### src/rtl/eth_stat_pkg.sv
// rtl/eth_stat_pkg.sv - shared constants for the Ethernet statistics block
// Purpose: event bit indices within a MAC status vector and the register
// offsets used by the per-port register window.
// Ports: none (package).
package eth_stat_pkg;

  // Event bit positions in each port's 16-bit status vector
  localparam int EV_TX_OVF       = 0;
  localparam int EV_TX_BAD       = 1;
  localparam int EV_TX_GOOD      = 2;
  localparam int EV_TX_UNDERFLOW = 3;
  localparam int EV_RX_BAD       = 4;
  localparam int EV_RX_FCS       = 5;
  localparam int EV_RX_OVF       = 6;
  localparam int EV_RX_FIFO_BAD  = 7;
  localparam int EV_RX_GOOD      = 8;
  localparam int NUM_EVENTS      = 9;

  // Register offsets within a port window (offsets 0..8 are the counters)
  localparam logic [3:0] OFF_MASK   = 4'd14;
  localparam logic [3:0] OFF_STICKY = 4'd15;

endpackage

### src/rtl/eth_stat_port.sv
// rtl/eth_stat_port.sv - per-port saturating counters, sticky flags and mask
// Purpose: one MAC port's statistics state.
// Ports:
//   clk_i, reset_i   clock, synchronous active-high reset
//   ev_i             event pulses (status bits 8:0)
//   wr_i             register write targeting this port
//   clr_rd_i         clear-on-read request (read targeting this port)
//   off_i            register offset
//   wdata_i          write data bits 8:0
//   cnt_o            all counters, event e at [e*CNT_WIDTH +: CNT_WIDTH]
//   sticky_o, mask_o sticky flags and interrupt mask
//   irq_o            local interrupt term OR(sticky & mask)
module eth_stat_port
  import eth_stat_pkg::*;
#(
  parameter int CNT_WIDTH = 32
) (
  input  logic                            clk_i,
  input  logic                            reset_i,
  input  logic [NUM_EVENTS-1:0]           ev_i,
  input  logic                            wr_i,
  input  logic                            clr_rd_i,
  input  logic [3:0]                      off_i,
  input  logic [NUM_EVENTS-1:0]           wdata_i,
  output logic [NUM_EVENTS*CNT_WIDTH-1:0] cnt_o,
  output logic [NUM_EVENTS-1:0]           sticky_o,
  output logic [NUM_EVENTS-1:0]           mask_o,
  output logic                            irq_o
);

  logic [CNT_WIDTH-1:0]  cnt_q [NUM_EVENTS];
  logic [CNT_WIDTH-1:0]  cnt_d [NUM_EVENTS];
  logic [NUM_EVENTS-1:0] sticky_q, sticky_d;
  logic [NUM_EVENTS-1:0] mask_q, mask_d;

  always_comb begin
    for (int e = 0; e < NUM_EVENTS; e++) begin
      cnt_d[e] = cnt_q[e];
      // A clear racing an event leaves the count at 1, not 0
      if ((wr_i || clr_rd_i) && off_i == 4'(e))
        cnt_d[e] = ev_i[e] ? CNT_WIDTH'(1) : '0;
      else if (ev_i[e] && cnt_q[e] != '1)
        cnt_d[e] = cnt_q[e] + CNT_WIDTH'(1);
    end
  end

  // Set wins over W1C because the event OR is applied last
  assign sticky_d = (sticky_q & ~((wr_i && off_i == OFF_STICKY) ? wdata_i : '0)) | ev_i;
  assign mask_d   = (wr_i && off_i == OFF_MASK) ? wdata_i : mask_q;

  always_ff @(posedge clk_i) begin
    if (reset_i) begin
      for (int e = 0; e < NUM_EVENTS; e++) cnt_q[e] <= '0;
      sticky_q <= '0;
      mask_q   <= '0;
    end else begin
      for (int e = 0; e < NUM_EVENTS; e++) cnt_q[e] <= cnt_d[e];
      sticky_q <= sticky_d;
      mask_q   <= mask_d;
    end
  end

  for (genvar e = 0; e < NUM_EVENTS; e++) begin : g_cnt_out
    assign cnt_o[e*CNT_WIDTH +: CNT_WIDTH] = cnt_q[e];
  end

  assign sticky_o = sticky_q;
  assign mask_o   = mask_q;
  assign irq_o    = |(sticky_q & mask_q);

endmodule

### src/rtl/eth_stat_counters.sv
// rtl/eth_stat_counters.sv - Ethernet MAC statistics counters with register bus
// Purpose: per-port event counters, sticky flags and maskable interrupt.
// Ports:
//   clock125, reset   clock, synchronous active-high reset
//   status_vector     16 bits per port; bits 8:0 are event pulses
//   reg_addr          {port, offset[3:0]}
//   reg_rd, reg_wr    one-cycle read/write strobes
//   reg_wdata         write data
//   reg_rdata         read data, held until the next read
//   reg_rvalid        read data valid, one cycle after reg_rd
//   irq               level interrupt
module eth_stat_counters
  import eth_stat_pkg::*;
#(
  parameter int NUM_PORTS     = 1,
  parameter int CNT_WIDTH     = 32,
  parameter int CLEAR_ON_READ = 0,
  parameter int ADDR_WIDTH    = $clog2(NUM_PORTS) + 4
) (
  input  logic                    clock125,
  input  logic                    reset,
  input  logic [16*NUM_PORTS-1:0] status_vector,
  input  logic [ADDR_WIDTH-1:0]   reg_addr,
  input  logic                    reg_rd,
  input  logic                    reg_wr,
  input  logic [31:0]             reg_wdata,
  output logic [31:0]             reg_rdata,
  output logic                    reg_rvalid,
  output logic                    irq
);

  logic [NUM_EVENTS*CNT_WIDTH-1:0] cnt_flat [NUM_PORTS];
  logic [NUM_EVENTS-1:0]           sticky   [NUM_PORTS];
  logic [NUM_EVENTS-1:0]           mask     [NUM_PORTS];
  logic [NUM_PORTS-1:0]            irq_term;
  logic [31:0]                     port_num;
  logic [3:0]                      offset;
  logic [31:0]                     rd_val;
  logic [31:0]                     rdata_q;
  logic                            rvalid_q;
  logic                            irq_q;
  logic                            unused_wdata;

  assign offset       = reg_addr[3:0];
  assign unused_wdata = ^reg_wdata[31:NUM_EVENTS];

  // A single-port build has no port field; everything maps to port 0
  if (ADDR_WIDTH > 4) begin : g_pidx
    assign port_num = 32'(reg_addr[ADDR_WIDTH-1:4]);
  end else begin : g_pidx0
    assign port_num = '0;
  end

  for (genvar p = 0; p < NUM_PORTS; p++) begin : g_port
    logic unused_hi;
    assign unused_hi = ^status_vector[16*p+NUM_EVENTS +: 16-NUM_EVENTS];

    eth_stat_port #(.CNT_WIDTH(CNT_WIDTH)) u_port (
      .clk_i    (clock125),
      .reset_i  (reset),
      .ev_i     (status_vector[16*p +: NUM_EVENTS]),
      .wr_i     (reg_wr && port_num == 32'(p)),
      .clr_rd_i ((CLEAR_ON_READ != 0) && reg_rd && port_num == 32'(p)),
      .off_i    (offset),
      .wdata_i  (reg_wdata[NUM_EVENTS-1:0]),
      .cnt_o    (cnt_flat[p]),
      .sticky_o (sticky[p]),
      .mask_o   (mask[p]),
      .irq_o    (irq_term[p])
    );
  end

  // Ports beyond NUM_PORTS and offsets 9..13 never match and read 0
  always_comb begin
    rd_val = '0;
    for (int p = 0; p < NUM_PORTS; p++) begin
      if (port_num == 32'(p)) begin
        for (int e = 0; e < NUM_EVENTS; e++)
          if (offset == 4'(e)) rd_val = 32'(cnt_flat[p][e*CNT_WIDTH +: CNT_WIDTH]);
        if (offset == OFF_MASK)   rd_val = 32'(mask[p]);
        if (offset == OFF_STICKY) rd_val = 32'(sticky[p]);
      end
    end
  end

  always_ff @(posedge clock125) begin
    if (reset) begin
      rdata_q  <= '0;
      rvalid_q <= 1'b0;
      irq_q    <= 1'b0;
    end else begin
      rvalid_q <= reg_rd;
      if (reg_rd) rdata_q <= rd_val;
      irq_q <= |irq_term;
    end
  end

  assign reg_rdata = rdata_q;
  // A read in flight when reset arrives is dropped
  assign reg_rvalid = rvalid_q & ~reset;
  assign irq        = irq_q;

endmodule

### config.mk
export PLATFORM = sky130hd
export DESIGN_NAME = eth_stat_counters
export DESIGN_NICKNAME = d
export VERILOG_FILES = /design/src/rtl/eth_stat_pkg.sv /design/src/rtl/eth_stat_port.sv /design/src/rtl/eth_stat_counters.sv
export SDC_FILE = /design/constraint.sdc
export NUM_CORES = 1
export LEC_CHECK = 0
export CAP_MARGIN = 20
export CORE_AREA = 2 2 287 204
export DETAILED_ROUTE_END_ITERATION = 12
export DIE_AREA = 0 0 289 206
export PLACE_DENSITY = 0.52
export SLEW_MARGIN = 10
export SYNTH_ARGS = -nofsm -noshare
export SYNTH_HDL_FRONTEND = slang
export SYNTH_HIERARCHICAL = 1
export SYNTH_SLANG_ARGS = --single-unit
### constraint.sdc
create_clock -name clock125 -period 4.1 [get_ports clock125]
set_input_delay 0.82 -clock clock125 [delete_from_list [all_inputs] [get_ports clock125]]
set_output_delay 0.82 -clock clock125 [all_outputs]
set_load 0.02 [all_outputs]
* Word-level counts from Yosys, hierarchy flattened
Memory sizes are Yosys's and may differ from the RTL's. Cells that the tools add are included. W data, S select, Z words.
Operators by class: muxes and demuxes 51, equality and inequality tests 19, reduce and logical (&&, ||, !) cells 22, add/subtract/negate cells 9, bitwise logic cells 15
Operators with widths (count):
- $mux W32 | 38
- $add A32 B1 Y32 const B | 9
- $ne A32 B32 Y1 const B | 9
- $logic_and A1 B1 Y1 | 20
- $and A9 B9 Y9 | 2
- $eq A4 B3 Y1 const B | 4
- $eq A4 B4 Y1 const B | 3
- $mux W1 | 12
- $mux W9 | 1
- $not A9 Y9 | 1
- $or A1 B1 Y1 | 9
- $or A9 B9 Y9 | 1
- $reduce_or A9 Y1 | 1
- $eq A4 B2 Y1 const B | 2
- $eq A4 B1 Y1 const B | 1
- $logic_not A4 Y1 | 1
- $and A1 B1 Y1 | 1
- $not A1 Y1 | 1
Word-level totals: bits in writable memories 288, output and inout bits 34, logic and storage cells 122, register bits 52, memories 1, input port bits 56
Memories:
- g_port[0].u_port.cnt_q | depth 9, width 32, rd ports 9, clocked after memory_dff 0, write ports 9, RTL line eth_stat_port.sv:31 | logic [CNT_WIDTH-1:0] cnt_q [NUM_EVENTS];

* Logic depth before layout (Yosys ltp)
depth in word-level cells 12, mapped depth 9, depth with buffers taken out 6

* Hierarchy
The synthesis kept the hierarchy.
By module, submodules not included:
- eth_stat_port | sequential area each 6125.9 um^2, cells each 1885, area an instance 15268.4 um^2, times used 1
- eth_stat_counters | sequential area each 680.7 um^2, cells each 542, area an instance 4418.0 um^2, times used 1

* Worst setup path before layout
Ideal clock, no wire load.
kind input-to-reg, start point in status_vector[4], end point mem g_port[0].u_port.cnt_q[4][29] (netlist: g_port[0].u_port/cnt_q[0][157]), buffers on the path 1, data required time 4029 ps, setup time 71 ps, slack 1440 ps, stages 6, arrival time 2590 ps, cells stage by stage buf_2 -> inv_1 -> or4b_1 -> a2111o_1 -> or3_1 -> a21oi_1
RTL lines:
- start: declaration | RTL line eth_stat_counters.sv:22 | input logic [16*NUM_PORTS-1:0] status_vector,
- end: declaration | RTL line eth_stat_port.sv:31

* Worst setup path after layout
start point in reg_addr[3], end point reg rdata_q[7] (netlist: reg_rdata[7])
On the way: longest elaborated chain between the ends 12, elaborated cells between the ends (all ways) 22, classes of those cells 10 x eq/ne; 11 x mux; 1 x reduce/logical
RTL lines:
- start: declaration | RTL line eth_stat_counters.sv:23 | input logic [ADDR_WIDTH-1:0] reg_addr,
- $logic_not A4 Y1 | RTL line eth_stat_counters.sv:79 | if (offset == 4'(e)) rd_val = 32'(cnt_flat[p][e*CNT_WIDTH +: CNT_WIDTH]);
- $mux W32 (9 in series) | RTL line eth_stat_counters.sv:79
- $mux W32 | RTL line eth_stat_counters.sv:80 | if (offset == OFF_MASK) rd_val = 32'(mask[p]);
- $mux W32 * | RTL line eth_stat_counters.sv:81 | if (offset == OFF_STICKY) rd_val = 32'(sticky[p]);
- end signal: assignment | RTL line eth_stat_counters.sv:93 | if (reg_rd) rdata_q <= rd_val;
- end: declaration | RTL line eth_stat_counters.sv:39 | logic [31:0] rdata_q;
Mark *: on every way between the ends. The rest lies on a longest branch, timed or not. A chain may end at the register's enable or synchronous reset.

==> run metrics <==
run status finished, final reports clean; Detailed Route WL ~76,000 um; design area ~22,000 um2; Sum Neg Setup Slack 0 ns; Slew HR 0.311; top sig layer met5; Post-CTS Setup Bufs 0; critical path's top delay family buffers and inverters; # Max-Cap Violations 0; Area contributors post-synth dfxtp_1 35%, a21oi_1 6.0%, o21ai_0 4.1%, or3_1 3.9%, nand2_1 3.7%; clock sink total 340; Cell Chain, Critical Path clkdlybuf4s50_1, buf_4, or4b_1, o22a_1, a31oi_1, o31ai_1; GR Overflow Total 0; post-route ant nets 0; met2 WL post-DR roughly 29,000 um; Final setup viols 0; Placed Cells between 3,000 and 4,000; fmax between 300 and 400 MHz; asr flop ratio synth 0; DP Worst Slack 0.593 ns; Die H 206 um; met3 wire len roughly 8900 um; post-synthesis mux area share 0.0443; initial antenna violation count 4; vias in the first global route around 18,000; Yosys reg bits 340; flop2flop setup slack between 1 and 1.5 ns; width of the die slightly below 300 um; skew final around 0.034 ns; longest individual stage delay on the worst path about 0.89 ns; Peak VDD IR 225 uV; CP startpoint kind input port; DP HPWL slightly below 60,000 um; worst path arrival time between 3 and 4 ns; dpl cell area between 20,000 and 25,000 um2; main combinational cell family by area after synthesis simple AND/OR/NAND/NOR gates; synthesized area 19,700 um2; crit share post-route 0.732; post-synthesis cell type count 96; clk buf depth 3; IO buf count 59; element type at the critical path end flip-flop; Pins Over Slew Limit 0; Routed wire per std cell between 20 and 25 um; Crit Path Max Fanout 18; post-synthesis sequential area ratio 0.346; later-pin clock latency in the skew report 0.58 ns; Synth Area in Compound Gates 0.247; count leader, synth dfxtp_1; Final WS setup 1.10 ns; critical path required time between 4 and 5 ns; Pre-Repair DR Iteration Count 8; post-synth top area cell dfxtp_1; largest net degree at the start of global routing 68; residual DRC count 0; Power per Cell Area approximately 340 nW/um2; Layout Nets approximately 2,500; Area Overhead vs Synth 12.6%; Crit-path slowest cell clkdlybuf4s50_1; first-pass GRT wire length approximately 110,000 um; Final Hold Violating Endpoints 0; Synth top area share 0.346; Leak Pwr around 0.0069 uW; Synth top cells by count 340 x dfxtp_1, 236 x a21oi_1, 196 x nand2_1; number of I/O pins 90; Overall Global Routing Usage 0.249; RSZ-0062 raised after global routing no; yosys warns 6; total core area between 50,000 and 60,000 um2; DRT iter0 DRCs around 2,400; Final min period roughly 3.0 ns; met1 WL roughly 37,000 um; WP buf/inv 2; fin cells roughly 3,200; Synth Area in Simple Gates 0.285; starting density of the core 0.344; Via Count 20,237; Synth Area in XOR/XNOR 0.0231; mean post-synth cell area between 8 and 9 um2; layout cells sized above 1 0.0735; Synth Area in Adders 0.00572; H-Tree Depth 2; number of flops mapped to enable cells by yosys 0; HP Class flip-flop to flip-flop; CTS resizes 0; hold_buf cts 0; worst-margin pin slew around 1.0 ns; GPL Wtd Cong roughly 0.93; Reg clk slew, reported paths approximately 0.06 ns; full die area about 60,000 um2; num rows 74; Power, Total 7520 uW; Via density 6.28; CTS Buf Count 39; top_reg_cell synth dfxtp_1; cell count after synthesis 2,427; CP Class input port to flip-flop; clock root buffer clkbuf_16; CTS tree built
## registers in the layout (all words and copies together) (netlist names)
name and flops:
g_port.u_port/sticky_o 9, g_port.u_port/mask_o 9, rvalid_q 1, irq 1
reg_rdata 32, g_port.u_port/cnt_q 288
## worst paths after layout
path / from / endpoint / cells after the start
min reg2reg: g_port[0].u_port/cnt_q[0][217]$_SDFFE_PP0P_ / g_port[0].u_port/cnt_q[0][217]$_SDFFE_PP0P_ / 2
max reg2reg: g_port[0].u_port/cnt_q[0][128]$_SDFFE_PP0P_ / g_port[0].u_port/cnt_q[0][156]$_SDFFE_PP0P_ / 6
min: g_port[0].u_port/cnt_q[0][217]$_SDFFE_PP0P_ / g_port[0].u_port/cnt_q[0][217]$_SDFFE_PP0P_ / 2
max: reg_addr[3] / reg_rdata[7]$_SDFFE_PP0P_ / 6
## power by group
part           internal [uW]  total [uW]  switching [uW]
combinational            175         531             355
clock                   2100        3610            1510
sequential              3330        3380            44.8
total                   5610        7520            1910
## routing by layer
layer	global-route usage	up-vias
met2	0.317	848
met4	0.0736	2
li1	-	9383
met1	0.381	9878
met3	0.0844	126
met5	0	-
## cell usage in the layout (no fill, tap or decap), types with 12 or more instances in the layout
master,n
nand2_1,196
dfxtp_1,340
clkbuf_1,12
clkbuf_8,13
xor2_1,24
buf_4,49
inv_1,38
or4_1,69
nor2_1,136
nand3_1,114
o21ai_1,14
mux2i_1,59
a221o_1,20
xnor2_1,28
and3_1,40
a211oi_1,14
a21oi_1,236
o31ai_1,55
and4_1,50
a22oi_1,26
o22ai_1,17
a2bb2oi_1,13
o21ai_0,160
clkdlybuf4s50_1,55
and2_1,18
nor3_1,24
a221oi_1,17
nor4_1,25
o211ai_1,25
or3_1,124
nand2b_1,28
nor2b_1,24
a31oi_1,32
nand4_1,85
clkbuf_16,40
## logic make-up after synthesis
kind of cell               count (synthesis)
and+or+nand+nor                          999
AOI/OAI and AO/OA                        756
xor gates and xnor gates                  52
DFF                                      340
buffers and inverters                    193
adders and majority gates                  9
muxes                                     77
other                                      1
## layout make-up
class	count	area, um2
fill	5850	35100
timing repair buffer	113	996
multi-input combinational	1896	12000
tap	760	951
inverter	41	154
clock inverter	6	70.1
clock buffer	65	1220
antenna	1	2.50
sequential	340	6810
## per-stage QoR
step	utilization	hold slack, ns
floorplan	-	0.452
global placement	0.364	0.480
detailed placement	0.364	0.488
CTS	0.387	0.497
global route	0.387	0.530
finish	0.387	0.502
## tightest hold or removal path, cell delays in order, from the launching register on
cell and delay (ns):
dfxtp_1 0.33, o31ai_1 0.07, a21oi_1 0.05
No activity file was read; power rests on OpenSTA's default activity.
